==> config.mk <==
export PLATFORM = sky130hd
export DESIGN_NAME = frame_stream_arb
export DESIGN_NICKNAME = d
export VERILOG_FILES = /design/src/rtl/frame_stream_arb.sv
export SDC_FILE = /design/constraint.sdc
export NUM_CORES = 1
export LEC_CHECK = 0
export CORE_ASPECT_RATIO = 0.9
export CORE_MARGIN = 3
export CORE_UTILIZATION = 30
export CTS_CLUSTER_DIAMETER = 200
export DETAILED_ROUTE_END_ITERATION = 16
export GPL_TIMING_DRIVEN = 1
export PLACE_DENSITY = 0.73
export REMOVE_ABC_BUFFERS = 1
export SLEW_MARGIN = 10
export SYNTH_ARGS = -nofsm -noshare
export SYNTH_HDL_FRONTEND = slang
export SYNTH_SLANG_ARGS = --single-unit
==> constraint.sdc <==
create_clock -name clk -period 3.3 [get_ports clk]
set_input_delay 0.33 -clock clk [delete_from_list [all_inputs] [get_ports clk]]
set_output_delay 0.33 -clock clk [all_outputs]
set_load 0.02 [all_outputs]
==> src/rtl/frame_stream_arb.sv <==
// frame_stream_arb
// Two-source, frame-granular round-robin arbiter. Sources 0 and 1 share one
// 32-bit sof/eof stream path toward the 32-to-16 downconverter. A grant is
// taken on a sof beat and held until the granted source's eof handshake, so
// frames never interleave. In IDLE, beats that arrive without sof from an
// enabled source are treated as orphans: they are acknowledged, discarded
// and counted.
//
// Ports:
//   clk, rst            clock, asynchronous active-high reset
//   src_en[1:0]         per-source enable for new grants and orphan dropping
//   s0_* / s1_*         source streams (data, sof, eof, vld in, rdy out)
//   m_*                 muxed master stream (data, sof, eof, vld out, rdy in)
//   busy                a grant is held
//   grant[1:0]          one-hot current grant, 00 in IDLE
//   frame_cnt0/1        completed frames per source (wrapping)
//   drop_cnt            orphan beats discarded, both sources (wrapping)
module frame_stream_arb #(
  parameter int DW = 32,
  parameter int CW = 16
) (
  input  logic          clk,
  input  logic          rst,
  input  logic [1:0]    src_en,
  input  logic [DW-1:0] s0_data_i,
  input  logic          s0_sof,
  input  logic          s0_eof,
  input  logic          s0_vld_i,
  output logic          s0_rdy_o,
  input  logic [DW-1:0] s1_data_i,
  input  logic          s1_sof,
  input  logic          s1_eof,
  input  logic          s1_vld_i,
  output logic          s1_rdy_o,
  output logic [DW-1:0] m_data_o,
  output logic          m_sof,
  output logic          m_eof,
  output logic          m_vld_o,
  input  logic          m_rdy_i,
  output logic          busy,
  output logic [1:0]    grant,
  output logic [CW-1:0] frame_cnt0,
  output logic [CW-1:0] frame_cnt1,
  output logic [CW-1:0] drop_cnt
);

  typedef enum logic [1:0] {
    IDLE = 2'd0,
    G0   = 2'd1,
    G1   = 2'd2
  } state_t;

  state_t state, state_nxt;
  // rr_last names the source that most recently completed a frame; on a tie
  // the other source wins. Reset value 1 lets source 0 win the first tie.
  logic   rr_last, rr_last_nxt;
  logic   req0, req1;
  logic   drop0, drop1;
  logic   fend0, fend1;
  logic   rdy0_c, rdy1_c;

  assign req0 = src_en[0] & s0_vld_i & s0_sof;
  assign req1 = src_en[1] & s1_vld_i & s1_sof;

  always_ff @(posedge clk or posedge rst) begin
    if (rst) begin
      state   <= IDLE;
      rr_last <= 1'b1;
    end else begin
      state   <= state_nxt;
      rr_last <= rr_last_nxt;
    end
  end

  always_comb begin
    state_nxt   = state;
    rr_last_nxt = rr_last;
    m_data_o    = '0;
    m_sof       = 1'b0;
    m_eof       = 1'b0;
    m_vld_o     = 1'b0;
    rdy0_c      = 1'b0;
    rdy1_c      = 1'b0;
    busy        = 1'b0;
    grant       = 2'b00;
    drop0       = 1'b0;
    drop1       = 1'b0;
    fend0       = 1'b0;
    fend1       = 1'b0;
    case (state)
      IDLE: begin
        // Requesters see rdy=0 so the sof beat is held for the grant cycle.
        drop0  = src_en[0] & s0_vld_i & ~s0_sof;
        drop1  = src_en[1] & s1_vld_i & ~s1_sof;
        rdy0_c = drop0;
        rdy1_c = drop1;
        if (req0 && req1)
          state_nxt = rr_last ? G0 : G1;
        else if (req0)
          state_nxt = G0;
        else if (req1)
          state_nxt = G1;
      end
      G0: begin
        m_data_o = s0_data_i;
        m_sof    = s0_sof;
        m_eof    = s0_eof;
        m_vld_o  = s0_vld_i;
        rdy0_c   = m_rdy_i;
        busy     = 1'b1;
        grant    = 2'b01;
        if (s0_vld_i && m_rdy_i && s0_eof) begin
          fend0       = 1'b1;
          state_nxt   = IDLE;
          rr_last_nxt = 1'b0;
        end
      end
      G1: begin
        m_data_o = s1_data_i;
        m_sof    = s1_sof;
        m_eof    = s1_eof;
        m_vld_o  = s1_vld_i;
        rdy1_c   = m_rdy_i;
        busy     = 1'b1;
        grant    = 2'b10;
        if (s1_vld_i && m_rdy_i && s1_eof) begin
          fend1       = 1'b1;
          state_nxt   = IDLE;
          rr_last_nxt = 1'b1;
        end
      end
      default: state_nxt = IDLE;
    endcase
  end

  // While rst is held the state already reads IDLE, but orphan acks must
  // also be suppressed so no beat is consumed during reset.
  assign s0_rdy_o = rdy0_c & ~rst;
  assign s1_rdy_o = rdy1_c & ~rst;

  always_ff @(posedge clk or posedge rst) begin
    if (rst) begin
      frame_cnt0 <= '0;
      frame_cnt1 <= '0;
      drop_cnt   <= '0;
    end else begin
      frame_cnt0 <= frame_cnt0 + CW'(fend0);
      frame_cnt1 <= frame_cnt1 + CW'(fend1);
      drop_cnt   <= drop_cnt + CW'(drop0) + CW'(drop1);
    end
  end

endmodule

Yosys cells after proc, flatten, opt, wreduce, memory -nomap -nowiden --
Cells that the tools add are included.
Word-level totals: output and inout bits 88, word-level logic and storage cells 59, flip-flop bits (word level) 51, input port bits 75
Cells by class: muxes and demuxes 24, reductions and logical operators 10, eq/ne operators 5, $add $sub $neg 4, bitwise gates (word level) 11
Operators with widths (number):
- adder 16 x 1 -> 16 bit | 4
- one-hot mux 32 bit (2 select lines) | 1
- 2-to-1 mux 2 bit | 6
- one-hot mux 1 bit (2 select lines) | 6
- 2-to-1 mux 1 bit | 9
- AND 1 bit | 8
- one-hot mux 2 bit (3 select lines) | 1
- AND reduction 3 bit | 2
- logical AND 1 bit | 5
- inequality test 2 bit, second input constant | 2
- inequality test 4 bit, second input constant | 1
- one-hot mux 2 bit (2 select lines) | 1
- NOT 1 bit | 3
- == test 2 x 1 -> 1 bit, second input constant | 1
- == test 2 bit, second input constant | 1
- zero test 2 bit | 1
- nonzero test 2 bit | 1
- OR reduction 2 bit | 1

Depth between registers and ports, before layout --
depth in word-level cells 6, depth in mapped cells 10, mapped depth without buffers 9

Worst setup path before layout --
OpenSTA, ideal clock, no wires.
path type reg2reg, start point reg state[0], end point reg frame_cnt1[10], required time 3.171 ns, path slack 0.862 ns, library setup time 0.129 ns, arrival time 2.308 ns, cell stages (with the launch flop) 11, path buffers 2, period minus slack after synthesis 2.438 ns, cells stage by stage dfrtp_1 -> inv_1 -> ha_1 -> clkbuf_1 -> clkbuf_1 -> and4_1 -> ha_1 -> ha_1 -> and3_1 -> nand4_1 -> xnor2_1
Between the ends: longest elaborated chain between the ends 3
RTL lines:
- from (decl) | RTL line 53 | state_t state, state_nxt;
- from (signal assigned) | RTL line 70 | state <= state_nxt;
- == test 2 bit | RTL line 90 | case (state)
- 2-to-1 mux 1 bit | RTL line 90
- adder 16 x 1 -> 16 bit | RTL line 148 | frame_cnt1 <= frame_cnt1 + CW'(fend1);
- to (signal assigned) | RTL line 148
- to (decl) | RTL line 43 | output logic [CW-1:0] frame_cnt1,
Every way passes these cells. A chain may end at the register's enable or synchronous reset.

Final worst setup path --
start point reg state[1], end point out m_data_o[16]
Between the ends: longest elaborated chain between the ends 2, elaborated cells between the ends (all ways) 3, those cells by class 2 x eq/ne; 1 x mux
RTL lines:
- == test 2 bit / == test 2 x 1 -> 1 bit (equally long branches) | RTL line 90
- one-hot mux 32 bit (2 select lines) (*) | RTL line 90
- to (decl) | RTL line 35 | output logic [DW-1:0] m_data_o,
Every way passes the cells marked *; elsewhere a longest branch is shown, timed or not.

==> flow_summary_export.csv <==
group,metric,value,unit
run_status,outcome,"completed",
place,globalplace.congestion,0.8216,
timing,fin_crit,2.839,ns
cells_and_area,final_nets,530,
synthesis,yosysUniqueCellTypes,30,
clock_network,cts_setup_buffers,0,
cells_and_area,instances_no_fill,567,
synthesis,synth_seq_cells,51,
timing,worst_pin_slew,0.7184,ns
cells_and_area,insertedDiodeCount,0,
global_route,grt_pass1_wl,13.34,mm
clock_network,cts.repair.resized,0,
setup_path,cp-start-kind,"register",
timing,tns,0,ns
synthesis,synth_top_family_by_area,"simple AND/OR/NAND/NOR gates",
synthesis,yosysSeqAreaShare,0.4484,
global_route,grt_overflow,0,
clock_network,htreeDepth,2,
route,num_vias,2686,
power_and_ir_drop,irDropWorstVdd,0.0004770,V
setup_path,worst_path_max_delay_cell,"clkdlybuf4s50_1",
cells_and_area,area_growth,65.96,%
route,route.detailed.drc,0,
synthesis,syn_area,0.002849,mm²
place,port_buffers,162,
global_route,grt.total_usage,0.1538,
synthesis,synth_simple_gate_area_share,0.2363,
die,dieArea,0.01070,mm²
clock_network,cts-buffers-inserted,5,
synthesis,synth_mux_area_frac,0.007466,
route,drtIter0Drc,74,
timing,max_freq,352.2,MHz
power_and_ir_drop,power-per-cell-area,585.0,mW/mm²
synthesis,synth_area_per_cell,10.14,µm²
synthesis,synth_compound_area_frac,0.1028,
route,drtAntennaViolNets,0,
setup_path,cp_max_fo,29,
timing,slew-limit-headroom,0.5203,
setup_path,r2r_setup_slack,0.83,ns
die,io_pins,163,
timing,hold_violations,0,
power_and_ir_drop,p_leak,1.975,nW
clock_network,cts_root_buf,"clkbuf_8",
clock_network,cts_sinks,51,
die,std_cell_rows,33,
timing,slew_viol_final,0,
clock_network,path_clk_slew,0.10,ns
setup_path,worstPathCellList,"inv_1, ha_1, buf_4, a22oi_1, nor2b_1, clkdlybuf4s50_1",
cells_and_area,num-fill-cells,860,
worst_hold_path,min_path_type,"register to register",
timing,rsz0062_at_grt,"false",
setup_path,worst_path_largest_cell_delay,0.62,ns
setup_path,arrival,2.51,ns
route,drt_pre_antenna_iters,7,
synthesis,synthXorXnorAreaFrac,0.1291,
place,hpwl,6.568,mm
clock_network,clk_latency,0.30,ns
clock_network,cts_tree,"yes",
cells_and_area,drive_above_1_share,0.04944,
setup_path,worstPathRequired,2.97,ns
die,initial_core_util,0.3108,
synthesis,yosys_warnings,0,
clock_network,cts_hold_buf,0,
synthesis,synthAdderAreaFrac,0.05094,
global_route,grt_max_degree,37,
route,avgRoutedWirePerCell,14.75,µm
setup_path,criticalPathCategory,"register to output port",
setup_path,critPathCaptureType,"output port",
timing,finalCritPeriodShare,0.8603,
timing,setup_viol,0,
route,drt-total-wl,8.366,mm
die,core_area,0.009166,mm²
route,avgViaCountPerCell,4.737,
flow_run,maxCapViolations,0,
place,place_inst,559,
synthesis,syn_inst,281,
timing,skew,0.01515,ns
global_route,grt_pass1_vias,2711,
clock_network,cts_buffer_depth,2,
global_route,grt_antenna_before_repair,0,
die,die_h,98.45,µm
die,die_w,108.7,µm
-- synth_stat cells --
master / count / area (µm²)
xnor2_1: 30 / 262.8
and4_1: 5 / 43.79
nand4_1: 8 / 50.05
nor4_1: 1 / 6.260
fa_1: 1 / 20.02
nand2_1: 19 / 71.32
inv_1: 8 / 30.03
nor4_4: 1 / 21.27
buf_1: 2 / 7.510
nand4_4: 1 / 21.27
mux2_2: 1 / 11.26
nand3_1: 23 / 115.1
a21oi_1: 2 / 10.01
o211ai_1: 1 / 7.510
o21bai_1: 1 / 7.510
xor2_1: 12 / 105.1
mux2i_1: 1 / 10.01
and3_2: 2 / 15.01
nand4_2: 1 / 12.51
dfstp_2: 1 / 26.28
nor2_1: 11 / 41.29
and4_4: 1 / 11.26
clkbuf_1: 9 / 33.78
nor3_1: 4 / 20.02
o21ai_0: 1 / 5.000
ha_1: 10 / 125.1
dfrtp_1: 50 / 1251
nor2b_1: 35 / 219.0
and3_1: 4 / 25.02
a22oi_1: 35 / 262.8
-- worst max-delay path: cells and delay by family (launching register included) --
family,cells,cell delay (ns)
fa+ha+maj,1,0.39
simple gates,1,0.15
flops,1,0.41
compound gates,1,0.15
buf+inv,3,1.12
-- sequential cells by signal, summed over array words and instances, names as in the netlist --
name / flops
frame_cnt0: 16
state: 2
drop_cnt: 16
frame_cnt1: 16
rr_last: 1
-- power breakdown --
| part | switching, W | internal [W] | total (W) |
|---|---|---|---|
| Combinational | 0.000808 | 0.000790 | 0.00160 |
| Clock | 0.000212 | 0.000172 | 0.000384 |
| Sequential | 0.0000889 | 0.000695 | 0.000784 |
| Total | 0.00111 | 0.00166 | 0.00277 |
-- layer usage --
metal	vias up	routed length (µm)	GRT usage
met5	-	0	0
met4	0	121	0.03301
met3	14	398	0.03471
met2	76	4139	0.2561
met1	1278	3707	0.2051
li1	1318	-	-
-- logic make-up (layout without fill, tap and decap cells) --
| kind of cell | Yosys count | after routing |
|---|---|---|
| fa+ha+maj | 11 | 11 |
| xor+xnor | 42 | 42 |
| simple gates | 116 | 116 |
| flops | 51 | 51 |
| mux | 2 | 2 |
| compound gates | 40 | 40 |
| buf+inv | 19 | 183 |
-- layout make-up --
cell class	count	area, µm²	area share
Clock buffer	6	82.58	0.01746
Clock inverter	2	13.76	0.002911
Inverter	8	30.03	0.006351
Multi-Input combinational cell	211	1500	0.3173
Sequential cell	51	1277	0.2702
Tap cell	122	152.6	0.03228
Timing Repair Buffer	167	1672	0.3535
-- path summary, 6_finish.rpt --
kind	startpoint	to	cells past startpoint
min in group asynchronous	rst	drop_cnt[1]	2
max in group asynchronous	rst	frame_cnt0[11]	3
worst max-delay path	state[1]	m_data_o[16]	6
worst min register to register	frame_cnt1[15]	frame_cnt1[15]	1
worst min-delay path	frame_cnt1[15]	frame_cnt1[15]	1
worst max register to register	state[0]	frame_cnt1[10]	8
-- placed cells by master, fill, tap and decap left out, drive strengths merged, types with 2 or more instances in the layout --
master,count
nor2,11
clkdlybuf4s50,162
nand2,19
xnor2,30
nand4,10
ha,10
nor4,2
and3,6
nand3,23
nor2b,35
a22oi,35
xor2,12
nor3,4
a21oi,2
and4,6
dfrtp,50
clkbuf,6
inv,9
buf,5
-- metrics by stage --
| step | setup slack, ns | hold slack [ns] | util | cell area [µm²] | total power (W) |
|---|---|---|---|---|---|
| 2_1_floorplan | 0.7439 | 0.4801 | - | 2808 | 0.001638 |
| 3_3_place_gp | 0.8506 | 0.4578 | 0.5053 | 4632 | 0.002385 |
| 3_5_place_dp | 0.7439 | 0.4646 | 0.5053 | 4632 | 0.002404 |
| 4_1_cts | 0.4297 | 0.4829 | 0.5158 | 4728 | 0.002792 |
| 5_1_grt | 0.2748 | 0.5057 | 0.5158 | 4728 | 0.002946 |
| 6_report | 0.4610 | 0.4758 | 0.5158 | 4728 | 0.002766 |
(Power assumes the default switching activity.)
